File: src/rtl/uart_pkg.sv
// Shared UART transmit definitions: FSM state type, frame constants, baud helper.
// Latency: n/a (types and constants only).
// Backpressure: n/a.
//
// Contents:
//   tx_state_t      transmitter FSM states
//   UART_DATA_BITS  data bits per 8N1 frame
//   bit_period()    clocks per UART bit derived from the half-bit count
package uart_pkg;

  typedef enum logic [1:0] {
    IDLE,
    START,
    DATA,
    STOP
  } tx_state_t;

  localparam int UART_DATA_BITS = 8;

  // The receive path counts half bits so it can centre its samples; the
  // transmitter only needs whole bit periods.
  function automatic int bit_period(input int clk_per_half_bit);
    return 2 * clk_per_half_bit;
  endfunction

endpackage

File: src/rtl/uart_tx.sv
// UART 8N1 serialiser: one byte per frame, LSB first.
// Latency: byte accepted in IDLE on edge E; start bit drives txd from edge E.
// Backpressure: ready is high only in IDLE; valid is ignored while a frame runs.
//
// Ports:
//   clk, rst   system clock, asynchronous active-high reset
//   valid      a byte is offered on data
//   data[7:0]  byte to send, captured when valid && ready
//   ready      transmitter idle and able to take a byte this cycle
//   txd        serial line, idle high
module uart_tx #(
  parameter int CLK_PER_HALF_BIT = 434
) (
  input  logic       clk,
  input  logic       rst,
  input  logic       valid,
  input  logic [7:0] data,
  output logic       ready,
  output logic       txd
);
  import uart_pkg::*;

  localparam int BIT_CLKS = bit_period(CLK_PER_HALF_BIT);
  localparam int BAUD_W   = (BIT_CLKS > 1) ? $clog2(BIT_CLKS) : 1;
  localparam int IDX_W    = $clog2(UART_DATA_BITS);

  localparam logic [BAUD_W-1:0] BAUD_LAST = BAUD_W'(BIT_CLKS - 1);
  localparam logic [IDX_W-1:0]  IDX_LAST  = IDX_W'(UART_DATA_BITS - 1);

  tx_state_t                 state;
  tx_state_t                 state_nxt;
  logic [BAUD_W-1:0]         baud_cnt;
  logic [BAUD_W-1:0]         baud_nxt;
  logic [IDX_W-1:0]          bit_idx;
  logic [IDX_W-1:0]          idx_nxt;
  logic [UART_DATA_BITS-1:0] shift;
  logic [UART_DATA_BITS-1:0] shift_nxt;
  logic                      period_end;

  assign period_end = (baud_cnt == BAUD_LAST);

  always_ff @(posedge clk or posedge rst) begin
    if (rst) begin
      state    <= IDLE;
      baud_cnt <= '0;
      bit_idx  <= '0;
      shift    <= '0;
    end else begin
      state    <= state_nxt;
      baud_cnt <= baud_nxt;
      bit_idx  <= idx_nxt;
      shift    <= shift_nxt;
    end
  end

  // txd is decoded from registered state only, so an asynchronous reset
  // returns the line high at once and abandons any partial frame.
  always_comb begin
    state_nxt = state;
    baud_nxt  = baud_cnt;
    idx_nxt   = bit_idx;
    shift_nxt = shift;
    ready     = 1'b0;
    txd       = 1'b1;

    // Every non-idle state lasts exactly one bit period.
    if (state != IDLE) begin
      baud_nxt = period_end ? '0 : baud_cnt + BAUD_W'(1);
    end

    case (state)
      IDLE: begin
        ready    = 1'b1;
        baud_nxt = '0;
        if (valid) begin
          shift_nxt = data;
          state_nxt = START;
        end
      end
      START: begin
        txd = 1'b0;
        if (period_end) begin
          idx_nxt   = '0;
          state_nxt = DATA;
        end
      end
      DATA: begin
        txd = shift[0];
        if (period_end) begin
          shift_nxt = {1'b0, shift[UART_DATA_BITS-1:1]};
          if (bit_idx == IDX_LAST) begin
            state_nxt = STOP;
          end else begin
            idx_nxt = bit_idx + IDX_W'(1);
          end
        end
      end
      STOP: begin
        if (period_end) begin
          state_nxt = IDLE;
        end
      end
      default: begin
        state_nxt = IDLE;
      end
    endcase
  end

endmodule

File: src/rtl/output_unit.sv
// Execute-stage `out` path: queues s[7:0] in a FIFO and sends each byte as UART 8N1.
// Latency: push at edge N, popped at N+1, start bit on txd from N+1 for one bit period.
// Backpressure: out_stall is high while the FIFO is full; a push at that edge is dropped.
//
// Ports:
//   clk, rst    system clock, asynchronous active-high reset
//   is_out      execute stage issues an `out` this cycle
//   s[31:0]     source operand; only s[7:0] is queued
//   out_stall   FIFO full, pipeline must hold the `out`
//   txd         UART serial output, idle high
//   tx_busy     bytes queued or a frame in progress
//   fifo_count  bytes queued, not counting the one being shifted out
module output_unit #(
  parameter int CLK_PER_HALF_BIT = 434,
  parameter int FIFO_LOG2        = 3
) (
  input  logic                 clk,
  input  logic                 rst,
  input  logic                 is_out,
  input  logic [31:0]          s,
  output logic                 out_stall,
  output logic                 txd,
  output logic                 tx_busy,
  output logic [FIFO_LOG2:0]   fifo_count
);
  import uart_pkg::*;

  localparam int DEPTH = 1 << FIFO_LOG2;
  localparam int CNT_W = FIFO_LOG2 + 1;

  localparam logic [CNT_W-1:0] FULL_CNT = CNT_W'(DEPTH);

  logic [7:0]           mem [DEPTH];
  logic [FIFO_LOG2-1:0] wr_ptr;
  logic [FIFO_LOG2-1:0] rd_ptr;
  logic [CNT_W-1:0]     count;
  logic                 full;
  logic                 not_empty;
  logic                 push;
  logic                 pop;
  logic                 tx_ready;
  logic                 unused_s_hi;

  // The upper operand bits carry nothing for the serial line.
  assign unused_s_hi = ^s[31:8];

  assign full      = (count == FULL_CNT);
  assign not_empty = (count != '0);

  // Stall comes from registered state only, so a pop this cycle frees the
  // slot for the next cycle rather than combinationally accepting now.
  assign push = is_out && !full;
  assign pop  = tx_ready && not_empty;

  always_ff @(posedge clk) begin
    if (push) begin
      mem[wr_ptr] <= s[7:0];
    end
  end

  // Pointers wrap naturally at the FIFO depth; count carries the extra bit
  // that distinguishes full from empty.
  always_ff @(posedge clk or posedge rst) begin
    if (rst) begin
      wr_ptr <= '0;
      rd_ptr <= '0;
      count  <= '0;
    end else begin
      if (push) begin
        wr_ptr <= wr_ptr + FIFO_LOG2'(1);
      end
      if (pop) begin
        rd_ptr <= rd_ptr + FIFO_LOG2'(1);
      end
      if (push && !pop) begin
        count <= count + CNT_W'(1);
      end else if (pop && !push) begin
        count <= count - CNT_W'(1);
      end
    end
  end

  uart_tx #(
    .CLK_PER_HALF_BIT(CLK_PER_HALF_BIT)
  ) u_uart_tx (
    .clk   (clk),
    .rst   (rst),
    .valid (not_empty),
    .data  (mem[rd_ptr]),
    .ready (tx_ready),
    .txd   (txd)
  );

  assign out_stall  = full;
  assign fifo_count = count;
  // The transmitter is ready exactly when its FSM is idle.
  assign tx_busy    = not_empty || !tx_ready;

endmodule

File: config.mk
export PLATFORM = sky130hd
export DESIGN_NAME = output_unit
export DESIGN_NICKNAME = d
export VERILOG_FILES = /design/src/rtl/uart_pkg.sv /design/src/rtl/uart_tx.sv /design/src/rtl/output_unit.sv
export SDC_FILE = /design/constraint.sdc
export NUM_CORES = 1
export LEC_CHECK = 0
export CAP_MARGIN = 20
export CORE_AREA = 2 2 76 132
export DETAILED_ROUTE_END_ITERATION = 7
export DIE_AREA = 0 0 78 134
export GPL_TIMING_DRIVEN = 0
export HOLD_SLACK_MARGIN = 0.02
export MAX_ROUTING_LAYER = met4
export PLACE_DENSITY_LB_ADDON = 0.05
export SLEW_MARGIN = 20
export SYNTH_ARGS = -nofsm -noshare
export SYNTH_HDL_FRONTEND = slang
export SYNTH_SLANG_ARGS = --single-unit
File: constraint.sdc
create_clock -name clk -period 3.1 [get_ports clk]
set_input_delay 0.62 -clock clk [delete_from_list [all_inputs] [get_ports clk]]
set_output_delay 0.62 -clock clk [all_outputs]
set_load 0.02 [all_outputs]
Word level (Yosys, flattened, before mapping)
Memories as Yosys holds them, arrays and structs flattened.
Index checks and enable logic that the tools add are counted.
{ "totals": {"regBits": 33, "word_cells": 67, "ramBits": 64, "n_memories": 1, "in_bits": 35, "out_inout_bits": 7} }
{ "classes": {"n_mux": 22, "eq_ne": 12, "reduce_logical": 19, "n_addsub": 6} }
{ "mem_list": {"columns": ["name", "depth", "width", "read_ports", "rd_clocked_by_memory_dff", "wr", "line", "source"], "rows": [
  ["mem", 8, 8, 1, 0, 1, "output_unit.sv:33", "logic [7:0] mem [DEPTH];"]
]} }
{ "ops": {"columns": ["op", "count"], "rows": [
  ["$mux W10", 3],
  ["$mux W8", 2],
  ["$pmux W8 S2", 1],
  ["$add A10 B1 Y10 const B", 1],
  ["$eq A10 B10 Y1 const B", 1],
  ["$mux W2", 5],
  ["$reduce_bool A2 Y1", 5],
  ["$add A3 B1 Y3 const B", 3],
  ["$mux W3", 3],
  ["$mux W4", 2],
  ["$ne A2 B1 Y1 const B", 4],
  ["$pmux W2 S4", 1],
  ["$pmux W3 S2", 1],
  ["$reduce_and A5 Y1", 1],
  ["$add A4 B1 Y4 const B", 1],
  ["$eq A2 B2 Y1 const B", 2],
  ["$eq A4 B4 Y1 const B", 1],
  ["$logic_and A1 B1 Y1", 4],
  ["$logic_not A1 Y1", 4],
  ["$ne A2 B2 Y1 const B", 2],
  ["$reduce_and A4 Y1", 1],
  ["$reduce_bool A4 Y1", 1],
  ["$sub A4 B1 Y4 const B", 1],
  ["$eq A3 B3 Y1 const B", 1],
  ["6 further kinds", 8]
]} }

Depth between registers and ports, before layout
Gate-level depths: netlist of run 1.
{ "logic_depth": {"depth_word": 7, "ltp_mapped": 11, "depth_no_buf": 11} }

Modules after synthesis
From an unflattened synthesis of run 1, not the netlist that was laid out.
{ "hier_totals": {"hier_cells": 274, "area_unflattened_um2": 4381.7} }
{ "by_module_without_submodules": {"columns": ["mod", "area_per_inst_um2", "instances", "cells_per_inst"], "rows": [
  ["output_unit", 3115.5, 1, 158],
  ["uart_tx", 1266.2, 1, 116]
]} }

Worst setup path before layout of run 1
OpenSTA, ideal clock, no wires.
{ "synth_path": {"kind": "register to register", "from": "register count[0] (netlist: fifo_count[0])", "to": "register count[3] (netlist: fifo_count[3])", "setup_time_ns": 0.080, "t_required_ns": 3.020, "path_slack_ns": 0.466, "arrival_ns": 2.554, "stages_incl_launch_ff": 12, "cell_sequence": "dfrtp_1 nor3_1 and2_1 nand2b_1 inv_1 ha_1 inv_1 ha_1 a21o_1 a21oi_1 mux2i_1 xnor2_1"} }
{ "synth_via": {"elab_chain_cells": 6, "word_cells_on_any_way": 14} }
{ "synth_rtl": {"columns": ["item", "line", "source"], "rows": [
  ["start, declared", "output_unit.sv:36", "logic [CNT_W-1:0] count;"],
  ["start signal, assigned", "output_unit.sv:76", "count <= count + CNT_W'(1);"],
  ["start signal, assigned", "output_unit.sv:78", "count <= count - CNT_W'(1);"],
  ["$eq A4 B4 Y1 (*)", "output_unit.sv:47", "assign full = (count == FULL_CNT);"],
  ["via out_stall", "output_unit.sv:21", "output logic out_stall,"],
  ["$logic_not A1 Y1 (*)", "output_unit.sv:52", "assign push = is_out && !full;"],
  ["$logic_and A1 B1 Y1 (*)", "output_unit.sv:52", null],
  ["via push", "output_unit.sv:39", "logic push;"],
  ["$logic_not A1 Y1", "output_unit.sv:77", "end else if (pop && !push) begin"],
  ["$logic_and A1 B1 Y1", "output_unit.sv:77", null],
  ["$reduce_bool A2 Y1 (no line)", null, null]
]} }
The timed path passes the listed nets; every way through them passes the cells marked *. The select of a mux whose other input is x is not followed.
A chain may end at the register's enable or synchronous reset.

Worst setup path in the final report of run 1
{ "layout_path": {"from": "register u_uart_tx.state[0]", "to": "output port txd"} }
{ "layout_via": {"elab_chain_cells": 2, "word_cells_on_any_way": 3} }
{ "layout_rtl": {"columns": ["item", "line", "source"], "rows": [
  ["start, declared", "uart_tx.sv:30", "tx_state_t state;"],
  ["start signal, assigned", "uart_tx.sv:49", "state <= state_nxt;"],
  ["$eq A2 B2 Y1 or $eq A2 B1 Y1 (tied branches)", "uart_tx.sv:71", "case (state)"],
  ["$pmux W1 S2 (*)", "uart_tx.sv:71", null],
  ["end, declared", "output_unit.sv:22", "output logic txd,"]
]} }
Mark *: on every way between the ends. The rest lies on a longest branch, timed or not.

==> results of run 1 <==
## worst register-to-register path, stage by stage, from the launching register on
cell and delay [ns]:
dfrtp_1 0.47, o41ai_1 0.88, ha_1 0.31, inv_1 0.10
ha_1 0.27, a21o_1 0.17, a21oi_1 0.17, mux2i_1 0.25
xnor2_1 0.13
## layout make-up
cell class / count / share of cell area (%)
clock buffers: 9 / 4.644
inverters: 11 / 0.8514
repair buffers: 22 / 4.231
well taps: 122 / 3.148
multi-input cells: 148 / 27.86
clock inverters: 7 / 1.909
flip-flops and latches: 97 / 56.66
plain buffers: 7 / 0.6966
## final timing paths
check	startpoint	end	slack, ns
worst max-delay path	u_uart_tx.state[0]	txd	0.20
worst min-delay path	u_uart_tx.baud_cnt[0]	u_uart_tx.baud_cnt[0]	0.49
worst max register to register	fifo_count[0]	fifo_count[3]	0.26
worst min register to register	u_uart_tx.baud_cnt[0]	u_uart_tx.baud_cnt[0]	0.49
max in group asynchronous	rst	u_uart_tx.shift[1]	1.93
min in group asynchronous	rst	fifo_count[2]	0.72
## power breakdown
part           switching [mW]  total, mW  internal (mW)
logic                   0.853       1.63          0.779
registers               0.200       1.88           1.68
clock network           0.474       1.18          0.705
total                    1.53       4.69           3.17
## state kept, by name (all words and copies together) (netlist names)
| signal | cells |
|---|---|
| u_uart_tx.state | 2 |
| u_uart_tx.bit_idx | 3 |
| rd_ptr | 3 |
| u_uart_tx.baud_cnt | 10 |
| u_uart_tx.shift | 8 |
| fifo_count | 4 |
| mem | 64 |
| wr_ptr | 3 |
## synth_stat cells
| library cell | n |
|---|---|
| nand2b_1 | 4 |
| o22ai_1 | 4 |
| nand2_1 | 10 |
| xnor2_1 | 9 |
| nor3_1 | 7 |
| or2b_1 | 1 |
| or3_4 | 2 |
| clkinv_1 | 1 |
| nor2_1 | 18 |
| a21oi_1 | 5 |
| or4_1 | 1 |
| mux4_2 | 16 |
| and4_2 | 1 |
| nor4_2 | 1 |
| ha_1 | 12 |
| buf_2 | 3 |
| o21ai_0 | 7 |
| mux2_2 | 7 |
| mux2i_1 | 5 |
| o22a_1 | 3 |
| o21ai_2 | 1 |
| and4_1 | 1 |
| nor4_1 | 1 |
| o221ai_1 | 2 |
| nand4b_1 | 3 |
| a21o_1 | 1 |
| edfxtp_1 | 64 |
| a32o_1 | 1 |
| clkbuf_1 | 3 |
| nand3b_1 | 1 |
| and2_1 | 1 |
| buf_4 | 1 |
| dfrtp_1 | 33 |
| and3_1 | 2 |
| nand3_1 | 9 |
| nor2b_1 | 1 |
| o2bb2ai_1 | 1 |
| xor2_1 | 6 |
| fa_1 | 1 |
| nand4_1 | 1 |
| or2_2 | 1 |
| o41ai_1 | 1 |
| inv_1 | 10 |
## kinds of logic (layout without fill, tap and decap cells)
kind of cell               count (synthesis)  after routing  share of synthesized area [%]
muxes                                     28             28                          11.81
AOI/OAI and AO/OA                         26             26                          4.168
buffers and inverters                     18             56                          1.812
adders and majority gates                 13             13                          4.107
DFF                                       97             97                          66.32
xor gates and xnor gates                  15             15                          3.171
and+or+nand+nor                           66             66                          8.608
## layer usage
metal,vias up,part of all wire [%],routed length (um)
li1,1068,-,-
met1,1132,39,3106
met2,18,57,4560
met5,-,0,0
met3,11,1.4,114
met4,0,2.3,180
## stage by stage
stage | setup TNS (ns) | util (%) | instance area (um^2) | hold slack (ns)
2_1_floorplan | 0 | - | 4143 | 0.4470
3_3_place_gp | -1.171 | 47.46 | 4466 | 0.4796
3_5_place_dp | 0 | 48.11 | 4527 | 0.4869
4_1_cts | 0 | 51.49 | 4845 | 0.5018
5_1_grt | 0 | 51.54 | 4850 | 0.5402
6_report | 0 | 51.54 | 4850 | 0.4946
==> impl_results.md, run 1 <==
- Status: completed
- Initial Util: about 44%
- Leak: ~1.8 nW
- Tmin final: roughly 2.9 ns
- FF/Latch Area: between 0.002 and 0.003 mm^2
- Multi-input logic area: between 0.001 and 0.0015 mm^2
- VDD IR max: 0.0004808 V
- Layout cells sized above 1: around a fifth
- Measured slew at the worst slew-check pin: between 1 and 1.5 ns
- GP Congestion: roughly 0.74
- Final nets: around 340
- Worst skew pair latency: between 0.3 and 0.4 ns
- DIE WIDTH: roughly 80 um
- Via density: about 5.3
- Antenna viol nets, final: 0
- Grt met2 use: between 30% and 40%
- Power per cell area: a little under 1000 mW/mm^2
- DRC viols: 0
- Synth area leader: edfxtp_1
- Synthesized area: slightly above 0.004 mm^2
- GRT busiest layer: met2
- Slowest stage delay, CP: slightly above 0.6 ns
- Io pins: 42
- Vias: 2229
- Die area: approximately 0.010 mm^2
- Inst Count DP: about 410
- Slew HR: 29.75%
- Non-Filler Instances: ~420
- Worst path slowest cell: clkdlybuf4s50_1
- Setup slack after layout: a little under 0.2 ns
- H-tree levels: 3
- Netlist cell types: 43
- Met3 Usage GRT: under 10%
- Unrepaired setup endpoints after global routing: false
- GRT overflow: 0
- CTS tree: built
- Top delay family on crit path: buffers and inverters
- Area contributors post-synth: edfxtp_1 (46%), dfrtp_1 (20%), mux4_2 (8.7%), ha_1 (3.6%), mux2_2 (1.9%)
- Worst EP required: about 2.5 ns
- Worst Hold Class: flip-flop to flip-flop
- CTS Hold Bufs: 0
- Dpl ws: 0.2037 ns
- Final setup skew: approximately 0.0077 ns
- WL final: roughly 8000 um
- Post-CTS Resized: 0
- Cell Rows: 47
- CTS Root Cell: clkbuf_16
- Post-Syn Instances: 263
- Total core area: approximately 0.0094 mm^2
- Crit path arrival time: 2.28 ns
- DRT iter0 DRCs: 87
- IO Port Bufs: 17
- TritonCTS Buffers: 9
- Diodes inserted: 0
- Max_cap viols: 0
- WP depth: 5
- CP endpoint kind: primary output
- WS Path Type: flip-flop to primary output
- Commonest non-fill, non-tap cells in the layout: edfxtp_1 (64), dfrtp_1 (33), nor2_1 (18)
- Max Clock Freq: between 300 and 400 MHz
- Most common cell after layout, fill and taps aside: edfxtp_1
- Synth warn: 0
- CTS clock-pin slew for the worst setup and hold paths: around 0.07 ns
- Post-Syn Nets: a little over 300
- Seq cells post-synth: between 90 and 100
- DPL Wire Length: between 5000 and 6000 um
- CP max FO: 10
- Antenna violations before repair: 0
- Number of global-route vias before repair: between 2000 and 2500
- WP buf/inv: 3
- # setup viols final: 0
- Mapped Avg Cell Area: roughly 16 um^2
- Final Hold Viols: 0
- Cell Chain, Critical Path: inv_1 -> ha_1 -> clkinv_1 -> a21oi_1 -> clkdlybuf4s50_1
- Area growth from synthesis to layout: 17.06%
- Total GRT Usage: 17.33%
- WHS Path Cells: 1
- Post-CTS setup buffers: 0
- FF-to-FF path depth: 8
- Post-synthesis sequential area ratio: 66.32%
- Largest net degree at the start of global routing: 34
- Fillcell total: 807
- Clock Sinks: between 90 and 100
- First-pass GRT wire length: between 10000 and 15000 um
- Yosys top cell area share: a little under half
- WL/cell: 18.82 um
- M1 GR Usage: between 10% and 20%
- Max clock buf depth: 2
- CP Launch Type: flip-flop
- Power Total: roughly 4.7 mW
- Die Y: 134 um
- DR pass1 iterations: 4
- Final cycle utilization of the critical path: 93.59%
- Pins Over Slew Limit: 0
Note: power is estimated with default switching activity, not from simulation.
==> run 2, diff against run 1 <==
Settings changed: CELL_PAD_IN_SITES_DETAIL_PLACEMENT from default to 0, CELL_PAD_IN_SITES_GLOBAL_PLACEMENT from default to 2, CORE_AREA 2 2 76 132 to 2 2 79 138, DIE_AREA 0 0 78 134 to 0 0 81 140, TNS_END_PERCENT from default to 100.
==> impl_results.md, run 2 (synthesized netlist as in run 1, its figures left out) <==
- Status: completed (unchanged)
- CTS Root Cell: clkbuf_16 (unchanged)
- Leak: 1.800 nW (was 1.813 nW)
- CTS clock-pin slew for the worst setup and hold paths: 0.07 ns (about the same)
- Non-Filler Instances: 428 (was 423)
- Largest net degree at the start of global routing: 27 (was 34)
- DR pass1 iterations: 4 (unchanged)
- TritonCTS Buffers: 9 (unchanged)
- Worst skew pair latency: 0.34 ns (was 0.35 ns)
- Final Hold Viols: 0 (unchanged)
- WL final: 8315 um (was 7962 um)
- CTS Hold Bufs: 0 (unchanged)
- Worst EP required: 2.48 ns (about the same)
- Fillcell total: 934 (was 807)
- Antenna viol nets, final: 0 (unchanged)
- Layout cells sized above 1: 19.93% (was 19.60%)
- GP Congestion: 0.7232 (was 0.7410)
- Largest Register: mem (unchanged)
- Tmin final: 2.895 ns (was 2.901 ns)
- Inst Count DP: 412 (was 407)
- Max Clock Freq: 345.4 MHz (was 344.7 MHz)
- VDD IR max: 0.0004316 V (was 0.0004808 V)
- CP Launch Type: flip-flop (unchanged)
- Via density: 5.171 (was 5.270)
- Total GRT Usage: 16.75% (was 17.33%)
- IO Port Bufs: 17 (unchanged)
- Unrepaired setup endpoints after global routing: false (unchanged)
- DRT iter0 DRCs: 76 (was 87)
- Antenna violations before repair: 0 (unchanged)
- Pins Over Slew Limit: 0 (unchanged)
- Top flop regs: mem: 64 flops, u_uart_tx.baud_cnt: 10 flops, u_uart_tx.shift: 8 flops (unchanged)
- Final cycle utilization of the critical path: 93.38% (was 93.59%)
- Worst Hold Class: flip-flop to flip-flop (unchanged)
- Clock Sinks: 97 (unchanged)
- Slew HR: 36.61% (was 29.75%)
- H-tree levels: 3 (unchanged)
- Power per cell area: 945.0 mW/mm^2 (was 967.6 mW/mm^2)
- Max FFs per register: 64 (unchanged)
- Setup TNS: 0 ns (unchanged)
- Number of global-route vias before repair: 2384 (was 2424)
- WL/cell: 19.43 um (was 18.82 um)
- DIE WIDTH: 81 um (was 78 um)
- CP max FO: 10 (unchanged)
- # setup viols final: 0 (unchanged)
- CTS tree: built (unchanged)
- Area growth from synthesis to layout: 16.58% (was 17.06%)
- Crit path arrival time: 2.27 ns (was 2.28 ns)
- WS Path Type: flip-flop to primary output (unchanged)
- Initial Util: 40.71% (was 44.03%)
- DPL Wire Length: 5854 um (was 5620 um)
- Final nets: 344 (unchanged)
- Commonest non-fill, non-tap cells in the layout: edfxtp_1 (64), dfrtp_1 (33), nor2_1 (18) (unchanged)
- Max clock buf depth: 2 (unchanged)
- Cell Rows: 49 (was 47)
- GRT overflow: 0 (unchanged)
- Measured slew at the worst slew-check pin: 0.9474 ns (was 1.050 ns)
- Io pins: 42 (unchanged)
- Max_cap viols: 0 (unchanged)
- Die area: 0.01134 mm^2 (was 0.01045 mm^2)
- DRC viols: 0 (unchanged)
- First-pass GRT wire length: 13220 um (was 12900 um)
- Total core area: 0.01018 mm^2 (was 0.009409 mm^2)
- Final setup skew: 0.005288 ns (was 0.007732 ns)
- Vias: 2213 (was 2229)
- Most common cell after layout, fill and taps aside: edfxtp_1 (unchanged)
- Diodes inserted: 0 (unchanged)
- CP endpoint kind: primary output (unchanged)
- Die Y: 140 um (was 134 um)
==> run 2: cell types whose count changed in the layout (fill, tap and decap cells not counted) <==
cell,previous run,this run
clkinv_2,0,1
clkinv_4,1,2
nand2b_2,0,1
buf_12,0,1
bufinv_16,2,0
inv_8,0,1
nand2b_1,4,3
nor3_1,2,3
clkinv_1,3,2
nor3_2,5,4
buf_2,4,3
==> run 2: area by class of cell <==
type / count / area [um^2] / share of cell area, %
flip-flops and latches: 97 / 2748 / 56.89
plain buffers: 7 / 33.78 / 0.6995
multi-input cells: 148 / 1349 / 27.93
inverters: 11 / 41.29 / 0.8549
clock buffers: 9 / 225.2 / 4.663
clock inverters: 7 / 53.80 / 1.114
repair buffers: 22 / 220.2 / 4.560
well taps: 127 / 158.9 / 3.290
==> run 2: critical path, cell delays in order, from the launching register on <==
cell and delay [ns]:
dfrtp_1 0.41, inv_1 0.11, ha_1 0.29, clkinv_1 0.30
a21oi_1 0.21, clkdlybuf4s50_1 0.62
==> run 2: layer usage <==
layer  vias to the layer above  part of all wire [%]  GRT usage [%]
li1                       1070                     -              -
met1                      1106                    41          19.49
met2                        28                    55          28.40
met3                         9                   2.1          2.577
met4                         0                   1.4          6.869
met5                         -                     0              -
==> run 2: repair_timing <==
action / 4_1_cts / 5_1_grt
endpoints found under the setup margin: 0 / 1
resized for setup: 0 / 1
buffers inserted: 0 / 0
==> run 2: per-stage QoR <==
stage / total power, mW / hold slack, ns / setup WS, ns / area (um^2) / utilization [%]
after floorplan: 3.040 / 0.4470 / 0.4657 / 4143 / -
after global placement: 3.538 / 0.4716 / -0.1390 / 4472 / 43.94
after detailed placement: 3.596 / 0.4823 / 0.2031 / 4548 / 44.69
after CTS: 4.643 / 0.4963 / 0.1534 / 4827 / 47.43
after global routing: 4.867 / 0.5214 / 0.01760 / 4830 / 47.46
final: 4.564 / 0.4907 / 0.2051 / 4830 / 47.46
==> run 2: final timing paths <==
kind                       cells past startpoint  slack [ns]                     to                   from
max                                            5        0.21                    txd     u_uart_tx.state[0]
min reg2reg                                    1        0.49  u_uart_tx.baud_cnt[0]  u_uart_tx.baud_cnt[0]
min                                            1        0.49  u_uart_tx.baud_cnt[0]  u_uart_tx.baud_cnt[0]
max in group asynchronous                      3        2.19  u_uart_tx.baud_cnt[0]                    rst
min in group asynchronous                      2        0.51  u_uart_tx.baud_cnt[7]                    rst
max reg2reg                                    8        0.34          fifo_count[3]          fifo_count[0]
==> run 2: power by group <==
part	total, mW	switching (mW)	internal [mW]	leakage [nW]
Clock	1.04	0.491	0.551	0.135
Sequential	1.88	0.203	1.68	0.992
Combinational	1.64	0.861	0.776	0.672
Total	4.56	1.55	3.01	1.80
